**src/rtl/cond_pkg.sv**
```systemverilog
// cond_pkg: shared condition-code encodings and NZCV bit positions
// used by the condition unit and any later hazard logic.
package cond_pkg;

   typedef enum logic [3:0] {
      EQ = 4'h0,
      NE = 4'h1,
      CS = 4'h2,
      CC = 4'h3,
      MI = 4'h4,
      PL = 4'h5,
      VS = 4'h6,
      VC = 4'h7,
      HI = 4'h8,
      LS = 4'h9,
      GE = 4'hA,
      LT = 4'hB,
      GT = 4'hC,
      LE = 4'hD,
      AL = 4'hE,
      NV = 4'hF
   } cond_e;

   localparam int FLAG_N = 3;
   localparam int FLAG_Z = 2;
   localparam int FLAG_C = 1;
   localparam int FLAG_V = 0;

   localparam int FLAGW_NZ = 1;
   localparam int FLAGW_CV = 0;

endpackage

```
**src/rtl/cond_check.sv**
```systemverilog
// cond_check: combinational evaluation of a 4-bit condition field
// against an NZCV flag vector.
module cond_check
   import cond_pkg::*;
(
   input  logic [3:0] Cond,
   input  logic [3:0] Flags,
   output logic       CondEx
);

   logic n, z, c, v;

   assign n = Flags[FLAG_N];
   assign z = Flags[FLAG_Z];
   assign c = Flags[FLAG_C];
   assign v = Flags[FLAG_V];

   always_comb begin
      CondEx = 1'b0;
      case (cond_e'(Cond))
         EQ:      CondEx = z;
         NE:      CondEx = ~z;
         CS:      CondEx = c;
         CC:      CondEx = ~c;
         MI:      CondEx = n;
         PL:      CondEx = ~n;
         VS:      CondEx = v;
         VC:      CondEx = ~v;
         HI:      CondEx = c & ~z;
         LS:      CondEx = ~c | z;
         GE:      CondEx = ~(n ^ v);
         LT:      CondEx = n ^ v;
         GT:      CondEx = ~z & ~(n ^ v);
         LE:      CondEx = z | (n ^ v);
         AL:      CondEx = 1'b1;
         default: CondEx = 1'b0;
      endcase
   end

endmodule

```
**src/rtl/cond_unit.sv**
```systemverilog
// cond_unit: NZCV flag register plus condition gating of PC/reg/mem writes.
// Define COND_SQUASH_CNT_EN to add the saturating squash counter.
module cond_unit
  import cond_pkg::*;
#(
  parameter int unsigned CNT_W = 16
)
(
  input  logic             clk,
  input  logic             reset_n,
  input  logic             InstrValid,
  input  logic [3:0]       Cond,
  input  logic [3:0]       ALUFlags,
  input  logic [1:0]       FlagW,
  input  logic             PCS,
  input  logic             RegW,
  input  logic             MemW,
`ifdef COND_SQUASH_CNT_EN
  input  logic             StatClr,
  output logic [CNT_W-1:0] SquashCnt,
`endif
  output logic             CondEx,
  output logic             PCSrc,
  output logic             RegWrite,
  output logic             MemWrite,
  output logic [3:0]       Flags
);

  logic [3:0] flags_q, flags_d;
  logic       cond_ex;
  logic       fire;

  cond_check u_check (
    .Cond   (Cond),
    .Flags  (flags_q),
    .CondEx (cond_ex)
  );

  assign fire = InstrValid & cond_ex;

  always_comb begin
    flags_d = flags_q;
    if (fire & FlagW[FLAGW_NZ]) begin
      flags_d[FLAG_N] = ALUFlags[FLAG_N];
      flags_d[FLAG_Z] = ALUFlags[FLAG_Z];
    end
    if (fire & FlagW[FLAGW_CV]) begin
      flags_d[FLAG_C] = ALUFlags[FLAG_C];
      flags_d[FLAG_V] = ALUFlags[FLAG_V];
    end
  end

  always_ff @(posedge clk or negedge reset_n) begin
    if (!reset_n) flags_q <= '0;
    else          flags_q <= flags_d;
  end

  assign CondEx   = cond_ex;
  assign PCSrc    = PCS  & fire & reset_n;
  assign RegWrite = RegW & fire & reset_n;
  assign MemWrite = MemW & fire & reset_n;
  assign Flags    = flags_q;

`ifdef COND_SQUASH_CNT_EN
  logic [CNT_W-1:0] cnt_q, cnt_d;

  always_comb begin
    cnt_d = cnt_q;
    if (StatClr)
      cnt_d = '0;
    else if (InstrValid & ~cond_ex & ~&cnt_q)
      cnt_d = cnt_q + 1'b1;
  end

  always_ff @(posedge clk or negedge reset_n) begin
    if (!reset_n) cnt_q <= '0;
    else          cnt_q <= cnt_d;
  end

  assign SquashCnt = cnt_q;
`endif

endmodule

```
**config.mk**
```make
export PLATFORM = sky130hd
export DESIGN_NAME = cond_unit
export DESIGN_NICKNAME = d
export VERILOG_FILES = /design/src/rtl/cond_pkg.sv /design/src/rtl/cond_check.sv /design/src/rtl/cond_unit.sv
export SDC_FILE = /design/constraint.sdc
export NUM_CORES = 1
export LEC_CHECK = 0
export BUFFER_PORTS_ARGS = -buffer_cell sky130_fd_sc_hd__buf_2
export CAP_MARGIN = 20
export CORE_AREA = 8 8 45 47
export CTS_BUF_LIST = sky130_fd_sc_hd__clkbuf_16
export DETAILED_ROUTE_END_ITERATION = 7
export DIE_AREA = 0 0 53 55
export GPL_ROUTABILITY_DRIVEN = 1
export GPL_TIMING_DRIVEN = 1
export PLACE_DENSITY = 0.64
export REMOVE_ABC_BUFFERS = 1
export SLEW_MARGIN = 20
export SYNTH_ARGS = -nofsm -noshare
export SYNTH_HDL_FRONTEND = slang
export SYNTH_SLANG_ARGS = --single-unit
```
**constraint.sdc**
```tcl
create_clock -name clk -period 6.2 [get_ports clk]
set_clock_uncertainty 0.1 [all_clocks]
set_input_delay 0.62 -clock clk [delete_from_list [all_inputs] [get_ports clk]]
set_output_delay 0.62 -clock clk [all_outputs]
set_load 0.05 [all_outputs]
```
==> metrics.md, run 1 <==
| Metric | Value |
|---|---|
| Run status | `complete, no violations` |
| Placed Cells | `89` |
| VDD IR max | `around 0.23 mV` |
| Clock Path Buffers | `2` |
| Unrepaired setup endpoints after global routing | `no` |
| Clk slew on worst S/H paths | `roughly 30 ps` |
| CTS Buf Count | `3` |
| Worst-margin pin slew | `490 ps` |
| Crit path cell chain | `buf_2, and4bb_2, mux2i_1, a311oi_1, nor4_4, and2b_2, and3_2, buf_2` |
| Most frequent cells in the layout | `buf_2, a21oi_1` |
| FF/Latch Area | `100 sq um` |
| Most used cell, CP | `buf_2` |
| Primary FF master, synth | `dfrtp_1` |
| Starting DRT DRC Count | `7` |
| Drt wl/cell | `roughly 13 um` |
| Worst-path maximum fanout | `11` |
| Post-route setup slack | `around 3200 ps` |
| Total gr overflow | `0` |
| First-pass GRT wire length | `1.92 mm` |
| Worst Path Required | `about 5500 ps` |
| DRC | `0` |
| Non-filler cells, final | `92` |
| Hold Path Class | `in -> async` |
| Post-synth EDFFs | `0` |
| Gate Count Post-Synth | `53` |
| Diodes inserted | `0` |
| CTS Sinks | `4` |
| Post-cts gate resize count | `0` |
| Setup violators final | `0` |
| Area of the multi-input gates | `317 sq um` |
| Synth top area cells | `dfrtp_1, mux2_2, a21oi_1` |
| Row Count | `14` |
| Max reg flops | `4` |
| Seq/Total Area, Yosys | `a little under a quarter` |
| Core area | `between 1000 and 1500 sq um` |
| Arr. time, crit path | `2320 ps` |
| Max-slew violations | `0` |
| Rel. slew slack | `about two thirds` |
| R2R Setup Slk | `slightly above 4000 ps` |
| Max Freq | `around 330 MHz` |
| Post-route minimum period | `~3000 ps` |
| Ys async rst share | `100%` |
| Layout cell share with drive strength beyond 1 | `50.0%` |
| Mapped Area | `between 400 and 500 sq um` |
| Crit path capture type | `output pin` |
| Dpl hpwl | `around 950 um` |
| Synth warn | `0` |
| Critical path's slowest cell | `a311oi_1` |
| Fin Setup TNS | `0 ps` |
| Post-route clock period utilization | `between 40% and 50%` |
| Avg Cell Area, Syn | `slightly above 8 sq um` |
| Post-CTS Setup Inserts | `0` |
| Yosys cell types | `28` |
| CP peak stage delay | `between 400 and 500 ps` |
| Port bufs | `23` |
| Largest net degree at the start of global routing | `12` |
| Vias in the first global route | `just over 400` |
| Initial antenna violation count | `0` |
| Pleak | `around 0.3 nW` |
| CTS tree | `yes` |
| Commonest non-fill, non-tap cell in the layout | `buf_2` |
| Routability Congestion | `between 0.6 and 0.7` |
| GRT Resource Usage Total | `about 8.7%` |
| Critical Path Source | `Cond[0]` |
| Critical path type | `in -> out` |
| R2r endpoint | `Flags[0]$_DFFE_PN0P_` |
| Area grow syn2layout | `44.4%` |
| Htree depth | `1` |
| Max-capacitance violation count | `0` |
| Power per cell area | `approximately 500 nW/um^2` |
| Pre-CTS WS | `between 3000 and 4000 ps` |
| Via Count | `~470` |
| Initial Util | `around a third` |
| Number of vias per cell | `5.15` |
| Die outline width | `~53 um` |
| DRT Wirelength | `roughly 1.2 mm` |
| Router iterations before antenna repair | `4` |
| DIE AREA | `2920 sq um` |
| Clk Latency, worst-skew pair | `220 ps` |
| Die height | `about 55 um` |
| Setup crit start kind | `input pin` |
| # fillers | `between 100 and 150` |
| Nets | `94` |
| Clock Tree Root | `clkbuf_16` |
| Worst r2r src | `Flags[2]$_DFFE_PN0P_` |
| Yosys reg bits | `4` |
| Cells on worst reg2reg path | `6` |
| Post-synth top area share | `22.8%` |
| Ports | `24` |
| Cell taking the most area after synthesis | `dfrtp_1` |
| CTS hold repair buffers | `0` |
| Post-DRT Antenna Nets | `0` |
| Final hold viol count | `0` |
## report_power, final
| part | total, W | switching (W) | leakage [nW] | internal, W |
|---|---|---|---|---|
| clock network | 0.0000990 | 0.0000168 | 0.0370 | 0.0000823 |
| logic | 0.000152 | 0.0000960 | 0.222 | 0.0000559 |
| registers | 0.0000651 | 0.0000256 | 0.0475 | 0.0000395 |
| total | 0.000316 | 0.000138 | 0.307 | 0.000178 |
## cell families (layout without fill, tap and decap cells)
| family | count (synthesis) | count (layout) | synth area share (%) |
|---|---|---|---|
| AOI/OAI and AO/OA | 10 | 10 | 14.0 |
| xor gates and xnor gates | 3 | 3 | 5.98 |
| buffers and inverters | 5 | 28 | 5.13 |
| DFF | 4 | 4 | 22.8 |
| muxes | 5 | 5 | 12.5 |
| and+or+nand+nor | 26 | 26 | 39.6 |
## area by class of cell
class | instances | area share (%)
tap | 16 | 3.16
sequential | 4 | 15.8
inverter | 2 | 1.18
timing repair buffer | 23 | 18.1
multi-input combinational | 44 | 49.9
clock buffer | 3 | 11.8
## synth_stat cells, drive strengths merged (2+ instances only)
| master | count |
|---|---|
| a21oi | 5 |
| nand2 | 4 |
| nand3 | 2 |
| o21ai | 2 |
| buf | 2 |
| inv | 2 |
| nor3b | 2 |
| nor2b | 2 |
| and3 | 4 |
| mux2 | 4 |
| xor2 | 2 |
| nor2 | 4 |
| dfrtp | 4 |
## stage by stage
| stage | total power, W | hold WS (ps) | instance area [sq um] | utilization (%) |
|---|---|---|---|---|
| floorplan | 0.000181 | 224 | 424 | - |
| global placement | 0.000218 | 343 | 559 | 40.4 |
| detailed placement | 0.000219 | 342 | 559 | 40.4 |
| CTS | 0.000320 | 109 | 634 | 45.8 |
| global route | 0.000336 | 117 | 634 | 45.8 |
| finish | 0.000316 | 109 | 634 | 45.8 |
## critical path, delay by kind of cell
family	cells	cell delay [ps]
and+or+nand+nor	4	790
buffers and inverters	2	410
AOI/OAI and AO/OA	1	410
muxes	1	60
## how the worst max path moves through the flow
stage / to / slack, ps / depth (start not counted)
after global routing: PCSrc / 3040 / 8
after floorplan: MemWrite / 3420 / 6
after detailed placement: RegWrite / 3160 / 8
final: RegWrite / 3160 / 8
after CTS: RegWrite / 3150 / 8
after global placement: MemWrite / 3190 / 8
## layer usage
metal  share of wire (%)  wire length (um)  up-vias  GRT usage (%)
met5                   0                 0        -              0
li1                    -                 -      236              -
met2                  49               577       14           15.0
met3                 6.7                79        2           2.14
met4                 1.9                22        0           5.17
met1                  42               499      222           9.52
(Power assumes the default switching activity.)
==> run 2: changes to the inputs <==
Settings changed: PLACE_DENSITY 0.64 to 0.67.
Clock period 6.2 ns to 2.78 ns, I/O delays scaled along.
==> run 2 against run 1 <==
Net effect:
- core utilization increased by 0.72 points
- clock power is 120% higher
- total power up 130%
- hold slack improved by 80 ps
- sequential share of layout area decreased by 0.25 points
- combinational power rose by 130%
- count of clock-buffer cells in the layout unchanged
- largest power group unchanged
- register-to-register slack got worse by 3500 ps
- global-route usage up 0.54 points
- sequential power up 120%
- design area grew 1.6%
==> metrics.md, run 2 (same netlist as run 1, synthesis figures left out) <==
| Metric | Value |
|---|---|
| Run status | `complete, no violations` |
| Area grow syn2layout | `46.7%` |
| CTS Sinks | `4` |
| Final Cell Area | `644 sq um` |
| Nets | `95` |
| Worst Path Required | `between 2000 and 2500 ps` |
| Via Count | `around 480` |
| Diodes inserted | `0` |
| Clk slew on worst S/H paths | `approximately 30 ps` |
| Worst r2r src | `Flags[3]$_DFFE_PN0P_` |
| GR Util met2 | `between 10% and 20%` |
| Ports | `24` |
| VDD IR max | `0.658 mV` |
| Die outline width | `53 um` |
| Hold Path Class | `in -> reg` |
| DRT Wirelength | `approximately 1.3 mm` |
| P_int | `between 0.0003 and 0.0004 W` |
| Critical Path Source | `Flags[0]$_DFFE_PN0P_` |
| Max-slew violations | `0` |
| Rel. slew slack | `between 60 and 70%` |
| Max-capacitance violation count | `0` |
| Post-DRT Antenna Nets | `0` |
| Cells on worst reg2reg path | `6` |
| Worst-path maximum fanout | `8` |
| Clk Latency, worst-skew pair | `about 220 ps` |
| Post-route minimum period | `2630 ps` |
| Sequential power share | `about a fifth` |
| Critical path type | `reg -> out` |
| WHS Path Cells | `2` |
| Most Crowded Layer GR | `met2` |
| Port bufs | `23` |
| Power per cell area | `~1100 nW/um^2` |
| GRT Resource Usage Total | `under 10%` |
| Clock Path Buffers | `2` |
| Fin Setup TNS | `0 ps` |
| Placed inst area | `approximately 560 sq um` |
| Commonest non-fill, non-tap cell in the layout | `buf_2` |
| Row Count | `14` |
| Initial antenna violation count | `0` |
| Pleak | `approximately 0.31 nW` |
| Router iterations before antenna repair | `4` |
| Logic pwr share | `between 40% and 50%` |
| Post-route clock period utilization | `between 90% and 100%` |
| CTS tree | `yes` |
| Final hold viol count | `0` |
| Drt wl/cell | `14.1 um` |
| Total gr overflow | `0` |
| Max Freq | `approximately 380 MHz` |
| CTS Buf Count | `3` |
| Arr. time, crit path | `around 2300 ps` |
| Starting DRT DRC Count | `11` |
| Most frequent cells in the layout | `buf_2, a21oi_1` |
| Setup crit start kind | `register` |
| Dpl hpwl | `1.03 mm` |
| Crit path capture type | `output pin` |
| DIE AREA | `between 2000 and 3000 sq um` |
| Die height | `around 55 um` |
| R2r endpoint | `Flags[2]$_DFFE_PN0P_` |
| Initial Util | `between 30% and 40%` |
| Worst-margin pin slew | `slightly above 500 ps` |
| Psw | `0.000316 W` |
| Setup violators final | `0` |
| Clk pwr share | `30.7%` |
| Max reg flops | `4` |
| Unrepaired setup endpoints after global routing | `no` |
| Final Util | `46.6%` |
| Vias in the first global route | `around 480` |
| Switching part of the total power | `between 40% and 50%` |
| GRT met3 Usage | `between 2 and 3%` |
| Number of vias per cell | `approximately 5` |
| Hold slack final | `about 190 ps` |
| Hold Path End | `Flags[1]$_DFFE_PN0P_` |
| # fillers | `137` |
| Htree depth | `1` |
| Met1 Usage GRT | `approximately 8.4%` |
| Clock Tree Root | `clkbuf_16` |
| Hold path startpoint | `ALUFlags[1]` |
| Routability Congestion | `just under 0.8` |
| First-pass GRT wire length | `between 2 and 2.5 mm` |
| DRC | `0` |
| Core area | `roughly 1400 sq um` |
| Post-CTS Setup Inserts | `0` |
| Largest net degree at the start of global routing | `12` |
| R2R Setup Slk | `about 660 ps` |
| Post-cts gate resize count | `0` |
| Layout cell share with drive strength beyond 1 | `roughly 50%` |
| Pwr Total | `~0.00071 W` |
==> run 2: how the worst max path moves through the flow <==
stage,to
2_1_floorplan,MemWrite
3_3_place_gp,RegWrite
3_5_place_dp,MemWrite
4_1_cts,MemWrite
5_1_grt,PCSrc
6_report,PCSrc
==> run 2: worst max-delay path, stage by stage, from the launching register on <==
cell and delay, ps:
dfrtp_1 450, xnor2_1 240, mux2i_1 200, a311oi_1 150
nor4_4 310, and2b_2 270, and3_2 200, buf_2 210
==> run 2: timing repair <==
item                                    4_1_cts  5_1_grt
hold endpoints to repair                      4        0
hold buffers                                  1        0
endpoints found under the setup margin        0        0
==> run 2: per-stage QoR <==
stage / setup slack (ps) / std cells
2_1_floorplan: 347 / 50
3_3_place_gp: 399 / 89
3_5_place_dp: 400 / 89
4_1_cts: 156 / 93
5_1_grt: 41.1 / 93
6_report: 151 / 93
==> run 2: metal layers <==
| layer | share of wire (%) | vias to the layer above |
|---|---|---|
| li1 | - | 240 |
| met2 | 54 | 10 |
| met1 | 39 | 226 |
| met4 | 0 | 0 |
| met3 | 7.2 | 0 |
| met5 | 0 | - |
==> run 2: final cells by class <==
type	instances	area (sq um)	area share, %
multi-input combinational	44	317	49.1
sequential	4	100	15.5
tap	16	20.0	3.11
clock buffer	3	75.1	11.7
inverter	2	7.51	1.17
timing repair buffer	24	125	19.4
==> run 2: power groups by stage <==
stage          sequential (W)  clock (W)  combinational [W]
2_1_floorplan        0.000237          0           0.000167
3_3_place_gp         0.000140          0           0.000346
3_5_place_dp         0.000146          0           0.000348
4_1_cts              0.000145   0.000223           0.000350
5_1_grt              0.000153   0.000228           0.000372
6_report             0.000146   0.000219           0.000348
==> run 3: changes to the inputs <==
Settings changed: PLACE_DENSITY 0.67 to 0.66.
==> run 3 against run 2 <==
Net effect:
- core utilization unchanged
- clock power about the same
- non-clock buffer count did not move
- global-route usage shrank 0.54 points
- fmax up 1.2%
- count of clock-buffer cells in the layout unchanged
- sequential power decreased by 3%
- setup slack improved by 31 ps
==> metrics.md, run 3 (same netlist as run 1, synthesis figures left out) <==
| Metric | Value |
|---|---|
| Run status | `complete, no violations` |
| CTS tree | `yes` |
| Drt wl/cell | `12.8 um` |
| CTS Buf Count | `3` |
| Fin Setup TNS | `0 ps` |
| Most frequent cells in the layout | `buf_2, a21oi_1` |
| Commonest non-fill, non-tap cell in the layout | `buf_2` |
| Clk pwr share | `roughly 31%` |
| Max reg flops | `4` |
| Critical path type | `reg -> out` |
| Worst Path Required | `between 2000 and 2500 ps` |
| Hold slack final | `slightly below 200 ps` |
| FF/Latch Area | `approximately 100 sq um` |
| Clk slew on worst S/H paths | `roughly 30 ps` |
| Setup violators final | `0` |
| Clock Path Buffers | `2` |
| Nets | `95` |
| Worst-path maximum fanout | `8` |
| DRC | `0` |
| Port bufs | `23` |
| Logic pwr share | `between 40 and 50%` |
| Unrepaired setup endpoints after global routing | `no` |
| P_int | `roughly 0.00040 W` |
| First-pass GRT wire length | `1.91 mm` |
| CP peak stage delay | `around 440 ps` |
| Crit path cell chain | `xnor2_1, mux2i_1, a311oi_1, nor4_4, and2b_2, and3_2, buf_2` |
| Setup crit start kind | `register` |
| Pleak | `approximately 0.31 nW` |
| Worst-margin pin slew | `480 ps` |
| Layout cell share with drive strength beyond 1 | `around half` |
| Placed Cells | `just under 90` |
| Via Count | `477` |
| Max-capacitance violation count | `0` |
| Post-route clock period utilization | `around 93%` |
| Pwr Total | `0.000706 W` |
| Largest delay share family, worst path | `simple AND/OR/NAND/NOR gates` |
| Sequential power share | `around 20%` |
| Area of the multi-input gates | `317 sq um` |
| Number of vias per cell | `5.13` |
| Max Freq | `between 300 and 400 MHz` |
| Psw | `between 0.0003 and 0.0004 W` |
| Row Count | `14` |
| GRT Resource Usage Total | `~8.7%` |
| DIE AREA | `2920 sq um` |
| Arr. time, crit path | `approximately 2200 ps` |
| Critical path's slowest cell | `dfrtp_1` |
| # fillers | `roughly 140` |
| Power per cell area | `~1100 nW/um^2` |
| Diodes inserted | `0` |
| Max-slew violations | `0` |
| DRT Wirelength | `~1.2 mm` |
| Non-filler cells, final | `between 90 and 100` |
| Final Util | `46.6%` |
| Initial antenna violation count | `0` |
| Ports | `24` |
| Largest net degree at the start of global routing | `12` |
| Post-DRT Antenna Nets | `0` |
| Post-cts gate resize count | `0` |
| Rel. slew slack | `between 60% and 70%` |
| Clock Tree Root | `clkbuf_16` |
| Vias in the first global route | `approximately 460` |
| Final hold viol count | `0` |
| Router iterations before antenna repair | `6` |
| Post-route minimum period | `2600 ps` |
| Die height | `approximately 55 um` |
| Buf/Inv on CP | `1` |
| Routability Congestion | `~0.78` |
| Area grow syn2layout | `46.7%` |
| Hold Path Class | `in -> reg` |
| VDD IR max | `~0.57 mV` |
| Clk Latency, worst-skew pair | `approximately 220 ps` |
| CTS Sinks | `4` |
| Core area | `1380 sq um` |
| Post-CTS Setup Inserts | `0` |
| Starting DRT DRC Count | `3` |
| Die outline width | `~53 um` |
| Total gr overflow | `0` |
| Dpl hpwl | `roughly 980 um` |
| Crit path capture type | `output pin` |
| Htree depth | `1` |
| Switching part of the total power | `between 40% and 50%` |
| Initial Util | `a little under a third` |
-- run 3: power by group through the flow --
stage / combinational, W / clock, W / sequential [W]
floorplan: 0.000167 / 0 / 0.000237
global placement: 0.000346 / 0 / 0.000139
detailed placement: 0.000346 / 0 / 0.000143
CTS: 0.000349 / 0.000224 / 0.000143
global route: 0.000370 / 0.000229 / 0.000150
finish: 0.000345 / 0.000221 / 0.000141
-- run 3: final timing paths --
check	end	slack [ps]	depth (start not counted)	startpoint
worst max-delay path	PCSrc	180	7	Flags[0]$_DFFE_PN0P_
worst min-delay path	Flags[1]$_DFFE_PN0P_	190	2	ALUFlags[1]
worst max register to register	Flags[2]$_DFFE_PN0P_	710	6	Flags[2]$_DFFE_PN0P_
worst min register to register	Flags[1]$_DFFE_PN0P_	510	1	Flags[1]$_DFFE_PN0P_
max in group asynchronous	Flags[2]$_DFFE_PN0P_	2140	2	reset_n
min in group asynchronous	Flags[3]$_DFFE_PN0P_	310	2	reset_n
-- run 3: repair_timing --
item,4_1_cts,5_1_grt
hold buffers,1,0
endpoints found under the setup margin,0,0
endpoints found under the hold margin,4,0
-- run 3: metal layers --
| layer | up-vias | routed length (um) | part of all wire [%] | GRT usage (%) |
|---|---|---|---|---|
| li1 | 239 | - | - | - |
| met3 | 0 | 97 | 8.2 | 1.87 |
| met4 | 0 | 0 | 0 | 6.03 |
| met1 | 225 | 438 | 37 | 8.90 |
| met2 | 13 | 649 | 55 | 15.6 |
| met5 | - | 0 | 0 | 0 |
-- run 3: through the flow --
step | cell area (sq um) | worst slack (ps)
floorplan | 424 | 347
global placement | 559 | 417
detailed placement | 559 | 397
CTS | 644 | 157
global route | 644 | 41.5
finish | 644 | 182
-- run 3: cell type report --
type / count / share of cell area [%]
Multi-Input combinational cell: 44 / 49.1
Sequential cell: 4 / 15.5
Timing Repair Buffer: 24 / 19.4
Clock buffer: 3 / 11.7
Tap cell: 16 / 3.11
Inverter: 2 / 1.17
